===== src/rtl/pd_tx_pkg.sv =====
// Shared types and constants for the hash-word UART transmitter.
package pd_tx_pkg;

  localparam int unsigned WORD_W = 16;
  localparam logic [WORD_W-1:0] SYNC_WORD = 16'h5400;

  typedef enum logic [1:0] {
    StIdle,
    StStart,
    StData,
    StStop
  } tx_state_t;

  typedef enum logic {
    ByteHi,
    ByteLo
  } byte_sel_t;

endpackage


===== src/rtl/pd_word_fifo.sv =====
// Word FIFO between the hash-separation stage and the UART framer; registered flags and count.
module pd_word_fifo
  import pd_tx_pkg::*;
#(
  parameter int unsigned DEPTH = 32
) (
  input  logic                         clk,
  input  logic                         rst,
  input  logic                         push,
  input  logic [WORD_W-1:0]            push_data,
  input  logic                         pop,
  output logic [WORD_W-1:0]            pop_data,
  output logic                         full,
  output logic                         empty,
  output logic [$clog2(DEPTH+1)-1:0]   count,
  output logic                         dropped
);

  localparam int unsigned AW = $clog2(DEPTH);
  localparam int unsigned CW = $clog2(DEPTH + 1);

  logic [WORD_W-1:0] mem_q [DEPTH];
  logic [AW-1:0]     wr_ptr_q, rd_ptr_q;
  logic [CW-1:0]     count_q, count_d;
  logic              full_q, empty_q;
  logic              push_ok;

  // A full FIFO still accepts a push when the head leaves in the same cycle.
  assign push_ok = push && (!full_q || pop);
  assign dropped = push && !push_ok;

  always_comb begin
    count_d = count_q;
    if (push_ok && !pop) begin
      count_d = count_q + 1'b1;
    end else if (pop && !push_ok) begin
      count_d = count_q - 1'b1;
    end
  end

  always_ff @(posedge clk) begin
    if (rst) begin
      wr_ptr_q <= '0;
      rd_ptr_q <= '0;
      count_q  <= '0;
      full_q   <= 1'b0;
      empty_q  <= 1'b1;
    end else begin
      if (push_ok) wr_ptr_q <= wr_ptr_q + 1'b1;
      if (pop)     rd_ptr_q <= rd_ptr_q + 1'b1;
      count_q <= count_d;
      full_q  <= (count_d == CW'(DEPTH));
      empty_q <= (count_d == '0);
    end
  end

  always_ff @(posedge clk) begin
    if (push_ok) mem_q[wr_ptr_q] <= push_data;
  end

  assign pop_data = mem_q[rd_ptr_q];
  assign full     = full_q;
  assign empty    = empty_q;
  assign count    = count_q;

endmodule


===== src/rtl/pd_word_uart_tx.sv =====
// Buffers 16-bit hash/sync words and sends each as two 8N1 bytes, high byte first.
module pd_word_uart_tx
  import pd_tx_pkg::*;
#(
  parameter int unsigned DEPTH        = 32,
  parameter int unsigned CLKS_PER_BIT = 434
) (
  input  logic                         clk,
  input  logic                         rst,
  input  logic                         write_fifo,
  input  logic [WORD_W-1:0]            write_data,
  output logic                         tx_serial,
  output logic                         busy,
  output logic                         fifo_full,
  output logic                         fifo_empty,
  output logic [$clog2(DEPTH+1)-1:0]   fifo_count,
  output logic                         overflow
);

  localparam int unsigned BW = $clog2(CLKS_PER_BIT);
  localparam logic [BW-1:0] BAUD_LAST = BW'(CLKS_PER_BIT - 1);

  tx_state_t         state_q;
  byte_sel_t         byte_sel_q;
  logic [BW-1:0]     baud_q;
  logic [2:0]        bit_idx_q;
  logic [WORD_W-1:0] word_q;
  logic              tx_q, busy_q, overflow_q;

  logic              pop, dropped, baud_end, line_d;
  logic [WORD_W-1:0] head;
  logic [7:0]        cur_byte;

  pd_word_fifo #(
    .DEPTH (DEPTH)
  ) u_fifo (
    .clk       (clk),
    .rst       (rst),
    .push      (write_fifo),
    .push_data (write_data),
    .pop       (pop),
    .pop_data  (head),
    .full      (fifo_full),
    .empty     (fifo_empty),
    .count     (fifo_count),
    .dropped   (dropped)
  );

  assign baud_end = (baud_q == BAUD_LAST);
  assign cur_byte = (byte_sel_q == ByteHi) ? word_q[15:8] : word_q[7:0];

  // Pop on leaving IDLE, or at the end of a low-byte stop bit for gapless words.
  always_comb begin
    pop = 1'b0;
    case (state_q)
      StIdle:  pop = !fifo_empty;
      StStop:  pop = baud_end && (byte_sel_q == ByteLo) && !fifo_empty;
      default: pop = 1'b0;
    endcase
  end

  always_comb begin
    case (state_q)
      StStart: line_d = 1'b0;
      StData:  line_d = cur_byte[bit_idx_q];
      default: line_d = 1'b1;
    endcase
  end

  always_ff @(posedge clk) begin
    if (rst) begin
      state_q    <= StIdle;
      byte_sel_q <= ByteHi;
      baud_q     <= '0;
      bit_idx_q  <= '0;
      word_q     <= '0;
      tx_q       <= 1'b1;
      busy_q     <= 1'b0;
      overflow_q <= 1'b0;
    end else begin
      if (dropped) overflow_q <= 1'b1;
      // Line and busy follow the state one cycle later so both are clean flops.
      tx_q   <= line_d;
      busy_q <= (state_q != StIdle);
      case (state_q)
        StIdle: begin
          baud_q <= '0;
          if (pop) begin
            word_q     <= head;
            byte_sel_q <= ByteHi;
            state_q    <= StStart;
          end
        end
        StStart: begin
          if (baud_end) begin
            baud_q    <= '0;
            bit_idx_q <= '0;
            state_q   <= StData;
          end else begin
            baud_q <= baud_q + 1'b1;
          end
        end
        StData: begin
          if (baud_end) begin
            baud_q <= '0;
            if (bit_idx_q == 3'd7) begin
              state_q <= StStop;
            end else begin
              bit_idx_q <= bit_idx_q + 1'b1;
            end
          end else begin
            baud_q <= baud_q + 1'b1;
          end
        end
        StStop: begin
          if (baud_end) begin
            baud_q <= '0;
            if (byte_sel_q == ByteHi) begin
              byte_sel_q <= ByteLo;
              state_q    <= StStart;
            end else if (pop) begin
              word_q     <= head;
              byte_sel_q <= ByteHi;
              state_q    <= StStart;
            end else begin
              state_q <= StIdle;
            end
          end else begin
            baud_q <= baud_q + 1'b1;
          end
        end
        default: state_q <= StIdle;
      endcase
    end
  end

  assign tx_serial = tx_q;
  assign busy      = busy_q;
  assign overflow  = overflow_q;

endmodule


===== config.mk =====
export PLATFORM = sky130hd
export DESIGN_NAME = pd_word_uart_tx
export DESIGN_NICKNAME = d
export VERILOG_FILES = /design/src/rtl/pd_tx_pkg.sv /design/src/rtl/pd_word_fifo.sv /design/src/rtl/pd_word_uart_tx.sv
export SDC_FILE = /design/constraint.sdc
export NUM_CORES = 1
export LEC_CHECK = 0
export BUFFER_PORTS_ARGS = -buffer_cell sky130_fd_sc_hd__buf_2
export CORE_ASPECT_RATIO = 1.5
export CORE_MARGIN = 2
export CORE_UTILIZATION = 27
export CTS_CLUSTER_SIZE = 24
export DETAILED_ROUTE_END_ITERATION = 8
export GPL_TIMING_DRIVEN = 0
export PLACE_DENSITY = 0.45
export SLEW_MARGIN = 15
export SYNTH_ARGS = -nofsm -noshare
export SYNTH_HDL_FRONTEND = slang
export SYNTH_HIERARCHICAL = 1
export SYNTH_SLANG_ARGS = --single-unit

===== constraint.sdc =====
create_clock -name clk -period 9.6 [get_ports clk]
set_input_delay 1.92 -clock clk [delete_from_list [all_inputs] [get_ports clk]]
set_output_delay 1.92 -clock clk [all_outputs]
set_load 0.02 [all_outputs]

==> results.sh <==
export IMPL_status="finished clean"
export IMPL_synth_seq_cells=569
export IMPL_power_share_combinational_pct=17.9
export IMPL_cts_resized=0
export IMPL_synth_common_cells="edfxtp_1 (512), mux4_2 (160), nor2_1 (70)"
export IMPL_synthMuxAreaShare_pct=17.5
export IMPL_synth_most_common_cell="edfxtp_1"
export IMPL_grt_pass1_vias=11400
export IMPL_final_max_slew_viol_count=0
export IMPL_clock_sinks=569
export IMPL_cp_start_kind="flop"
export IMPL_clockRootBuffer="clkbuf_16"
export IMPL_hold_depth=2
export IMPL_hold_violations=0
export IMPL_clockBufferDepth=3
export IMPL_synth_top_family_by_area="multiplexers"
export IMPL_grt_ovfl_total=0
export IMPL_r2r_end="u_fifo/mem_q[20][4]"
export IMPL_clk_latency_ns=0.61
export IMPL_initial_core_util_pct=27.2
export IMPL_crit_chain="inv_1 -> ha_1 -> or2_2 -> buf_6 -> clkdlybuf4s15_1 -> a21oi_1 -> buf_2 -> inv_1 -> a21boi_1 -> nand2_1 -> nor2_2 -> buf_8"
export IMPL_p_clk_share_pct=34.9
export IMPL_ir_drop_mv=0.129
export IMPL_cts_made_buffers=53
export IMPL_coreArea_mm2=0.0822
export IMPL_avgRoutedWirePerCell_um=25.0
export IMPL_cpPeakStageDelay_ns=0.74
export IMPL_grt_max_degree=33
export IMPL_yosys_area_share_simple_pct=3.31
export IMPL_timing_slew_headroom_pct=28.6
export IMPL_nets=1204
export IMPL_yosysWarnings=6
export IMPL_max_cap_violations=0
export IMPL_ys_seq_area_share_pct=74.0
export IMPL_drc=0
export IMPL_netlist_top_cells_area="edfxtp_1 (69%), mux4_2 (16%), dfxtp_1 (5.1%)"
export IMPL_synth_edff_count=512
export IMPL_cts_tree="yes"
export IMPL_syn_to_final_growth_pct=15.6
export IMPL_synth_top_area_share_pct=68.9
export IMPL_rrSetupSlack_ns=4.58
export IMPL_synthAdderAreaFrac_pct=0.841
export IMPL_whs_endpoint="word_q[6]"
export IMPL_gp_congestion=0.769
export IMPL_num_io_pins=30
export IMPL_viasPerCell=4.63
export IMPL_leakage_nw=7.67
export IMPL_syn_cell_area_mm2=0.0223
export IMPL_dp_slack_ns=4.46
export IMPL_place_area_mm2=0.0241
export IMPL_power_frac_seq_pct=47.3
export IMPL_die_h_um=356
export IMPL_rows=129
export IMPL_synth_compound_area_share_pct=1.96
export IMPL_synth_top_area_cell="edfxtp_1"
export IMPL_cts_max_level=2
export IMPL_required_ns=9.90
export IMPL_final_cells=2267
export IMPL_cts_hold_buf=0
export IMPL_total_power_mw=5.97
export IMPL_antenna_found_initial=1
export IMPL_ys_flop_type="edfxtp_1"
export IMPL_dp_hpwl_mm=37.0
export IMPL_fin_area_mm2=0.0258
export IMPL_cp_arrival_ns=5.32
export IMPL_die_w_um=239
export IMPL_p_switching_mw=1.58
export IMPL_synth_fp_nets=1113
export IMPL_drive_above_1_share_pct=29.4
export IMPL_p_sw_share_pct=26.5
export IMPL_powerDensity_mw_per_mm2=232
export IMPL_synthCells=1079
export IMPL_avgSynthCellArea_um2=20.7
export IMPL_critPathKind="reg -> reg"
export IMPL_dieArea_mm2=0.0850
export IMPL_crit_slowest_cell="nor2_2"
export IMPL_setup_viol=0
export IMPL_drtIter0Drc=753
export IMPL_crit_fanout=10
export IMPL_synthArstFlopShare_pct=0
export IMPL_ant_nets=0
export IMPL_crit_family="simple AND/OR/NAND/NOR gates"
export IMPL_r2r_start="state_q[0]"
export IMPL_rsz0062_at_grt="false"
export IMPL_internal_power_mw=4.39
export IMPL_first_pass_iters=4
export IMPL_ys_types=57
export IMPL_hp_start="word_q[6]"
export IMPL_max_freq_mhz=199
export IMPL_r2r_cells=12
export IMPL_yosys_area_share_xor_xnor_pct=0.785
export IMPL_routed_wl_mm=56.6
export IMPL_cpMostUsedCell="inv_1"
export IMPL_dp_cells=2163
export IMPL_fin_skew_ns=0.0226
export IMPL_cts_setup_buffers=0
export IMPL_crit_path_end_kind="flop"
export IMPL_cp_buffers_inverters=6
export IMPL_via_count=10500
export IMPL_max_slew_worst_pin_slew_ns=1.07
export IMPL_setup_slack_ns=4.58
export IMPL_clkTransAtPathRegs_ns=0.06
export IMPL_post_route_period_util_pct=52.3
export IMPL_setup_tns_ns=0
export IMPL_hp_class="reg -> reg"
export IMPL_port_buffers=28
export IMPL_grtUsageTotal_pct=13.4
export IMPL_fin_crit_ns=5.02
export IMPL_grt_pass1_wl_mm=81.0
logic make-up after synthesis:
group,Yosys count
AO/OA/AOI/OAI,68
XOR/XNOR,20
adder cells (fa/ha/maj),15
buffers and inverters,65
flip-flops,569
multiplexers,188
AND/OR/NAND/NOR,154
per-layer routing:
layer / share of wire (%) / global-route usage (%)
met1: 37 / 14.8
met2: 56 / 25.9
met3: 2.7 / 1.58
met4: 3.7 / 5.35
met5: 0 / 0
cell usage in the layout (no fill, tap or decap), types with 6 or more instances in the layout:
| cell type | Yosys | routed |
|---|---|---|
| edfxtp_1 | 512 | 512 |
| mux4_2 | 160 | 160 |
| dfxtp_1 | 57 | 57 |
| clkbuf_16 | 0 | 54 |
| buf_2 | 12 | 40 |
| nor2_1 | 70 | 38 |
| clkbuf_1 | 24 | 32 |
| a21oi_1 | 27 | 27 |
| nor2_4 | 0 | 24 |
| nand3_1 | 23 | 23 |
| nand2_1 | 17 | 17 |
| mux2_2 | 16 | 16 |
| ha_1 | 15 | 15 |
| clkinv_1 | 0 | 14 |
| mux2i_1 | 12 | 12 |
| xor2_1 | 11 | 11 |
| inv_1 | 10 | 10 |
| o21ai_0 | 10 | 10 |
| clkinv_2 | 0 | 10 |
| nor2_2 | 1 | 9 |
| xnor2_1 | 9 | 9 |
| o21ai_1 | 8 | 8 |
| nand2b_1 | 8 | 8 |
| buf_8 | 0 | 8 |
| buf_1 | 7 | 7 |
| nand4_1 | 6 | 6 |
| clkbuf_8 | 4 | 6 |
registers in the layout, indices dropped and copies added (netlist names), named ones only:
signal           count
u_fifo/mem_q       512
word_q              16
baud_q               9
u_fifo/count         6
u_fifo/rd_ptr_q      5
u_fifo/wr_ptr_q      5
bit_idx_q            3
state_q              2
busy                 1
byte_sel_q           1
overflow             1
tx_serial            1
u_fifo/empty         1
u_fifo/full          1
power by group through the flow:
stage               registers [mW]  clock network [mW]  logic (mW)
floorplan                     2.88                   0       0.706
global placement              2.88                   0        1.08
detailed placement            2.88                   0        1.10
CTS                           2.82                2.15        1.10
global route                  2.83                2.22        1.15
finish                        2.82                2.08        1.07
worst reg2reg max path, cell delays in order (launching register included):
cell and delay (ns):
dfxtp_1 0.39, inv_1 0.10, ha_1 0.36, or2_2 0.32, buf_6 0.15, clkdlybuf4s15_1 0.36
a21oi_1 0.45, buf_2 0.32, inv_1 0.08, a21boi_1 0.55, nand2_1 0.65, nor2_2 0.75
buf_8 0.24
worst max-delay path by stage:
stage | from | to | slack, ns | depth (start not counted)
floorplan | write_fifo | u_fifo/mem_q[31][0] | 5.53 | 4
global placement | state_q[0] | u_fifo/mem_q[7][10] | 3.64 | 11
detailed placement | state_q[0] | u_fifo/mem_q[22][10] | 4.46 | 12
CTS | state_q[0] | u_fifo/mem_q[22][8] | 4.42 | 12
global route | state_q[0] | u_fifo/mem_q[22][13] | 4.09 | 12
finish | state_q[0] | u_fifo/mem_q[20][4] | 4.58 | 12
metrics by stage:
step / util [%] / hold WS, ns
final: 31.4 / 0.461
after global routing: 31.4 / 0.480
after CTS: 31.4 / 0.463
after detailed placement: 29.3 / 0.454
after global placement: 28.9 / 0.443
after floorplan: - / 0.430
cell type report:
cell class,instances,area [um^2]
clock inverters,33,282
fillers,7853,56400
inverters,10,37.5
multi-input cells,445,5640
flip-flops and latches,569,16500
repair buffers,36,260
plain buffers,55,315
well taps,1048,1310
diodes,5,12.5
clock buffers,66,1420
Note: power is estimated with default switching activity, not from simulation.
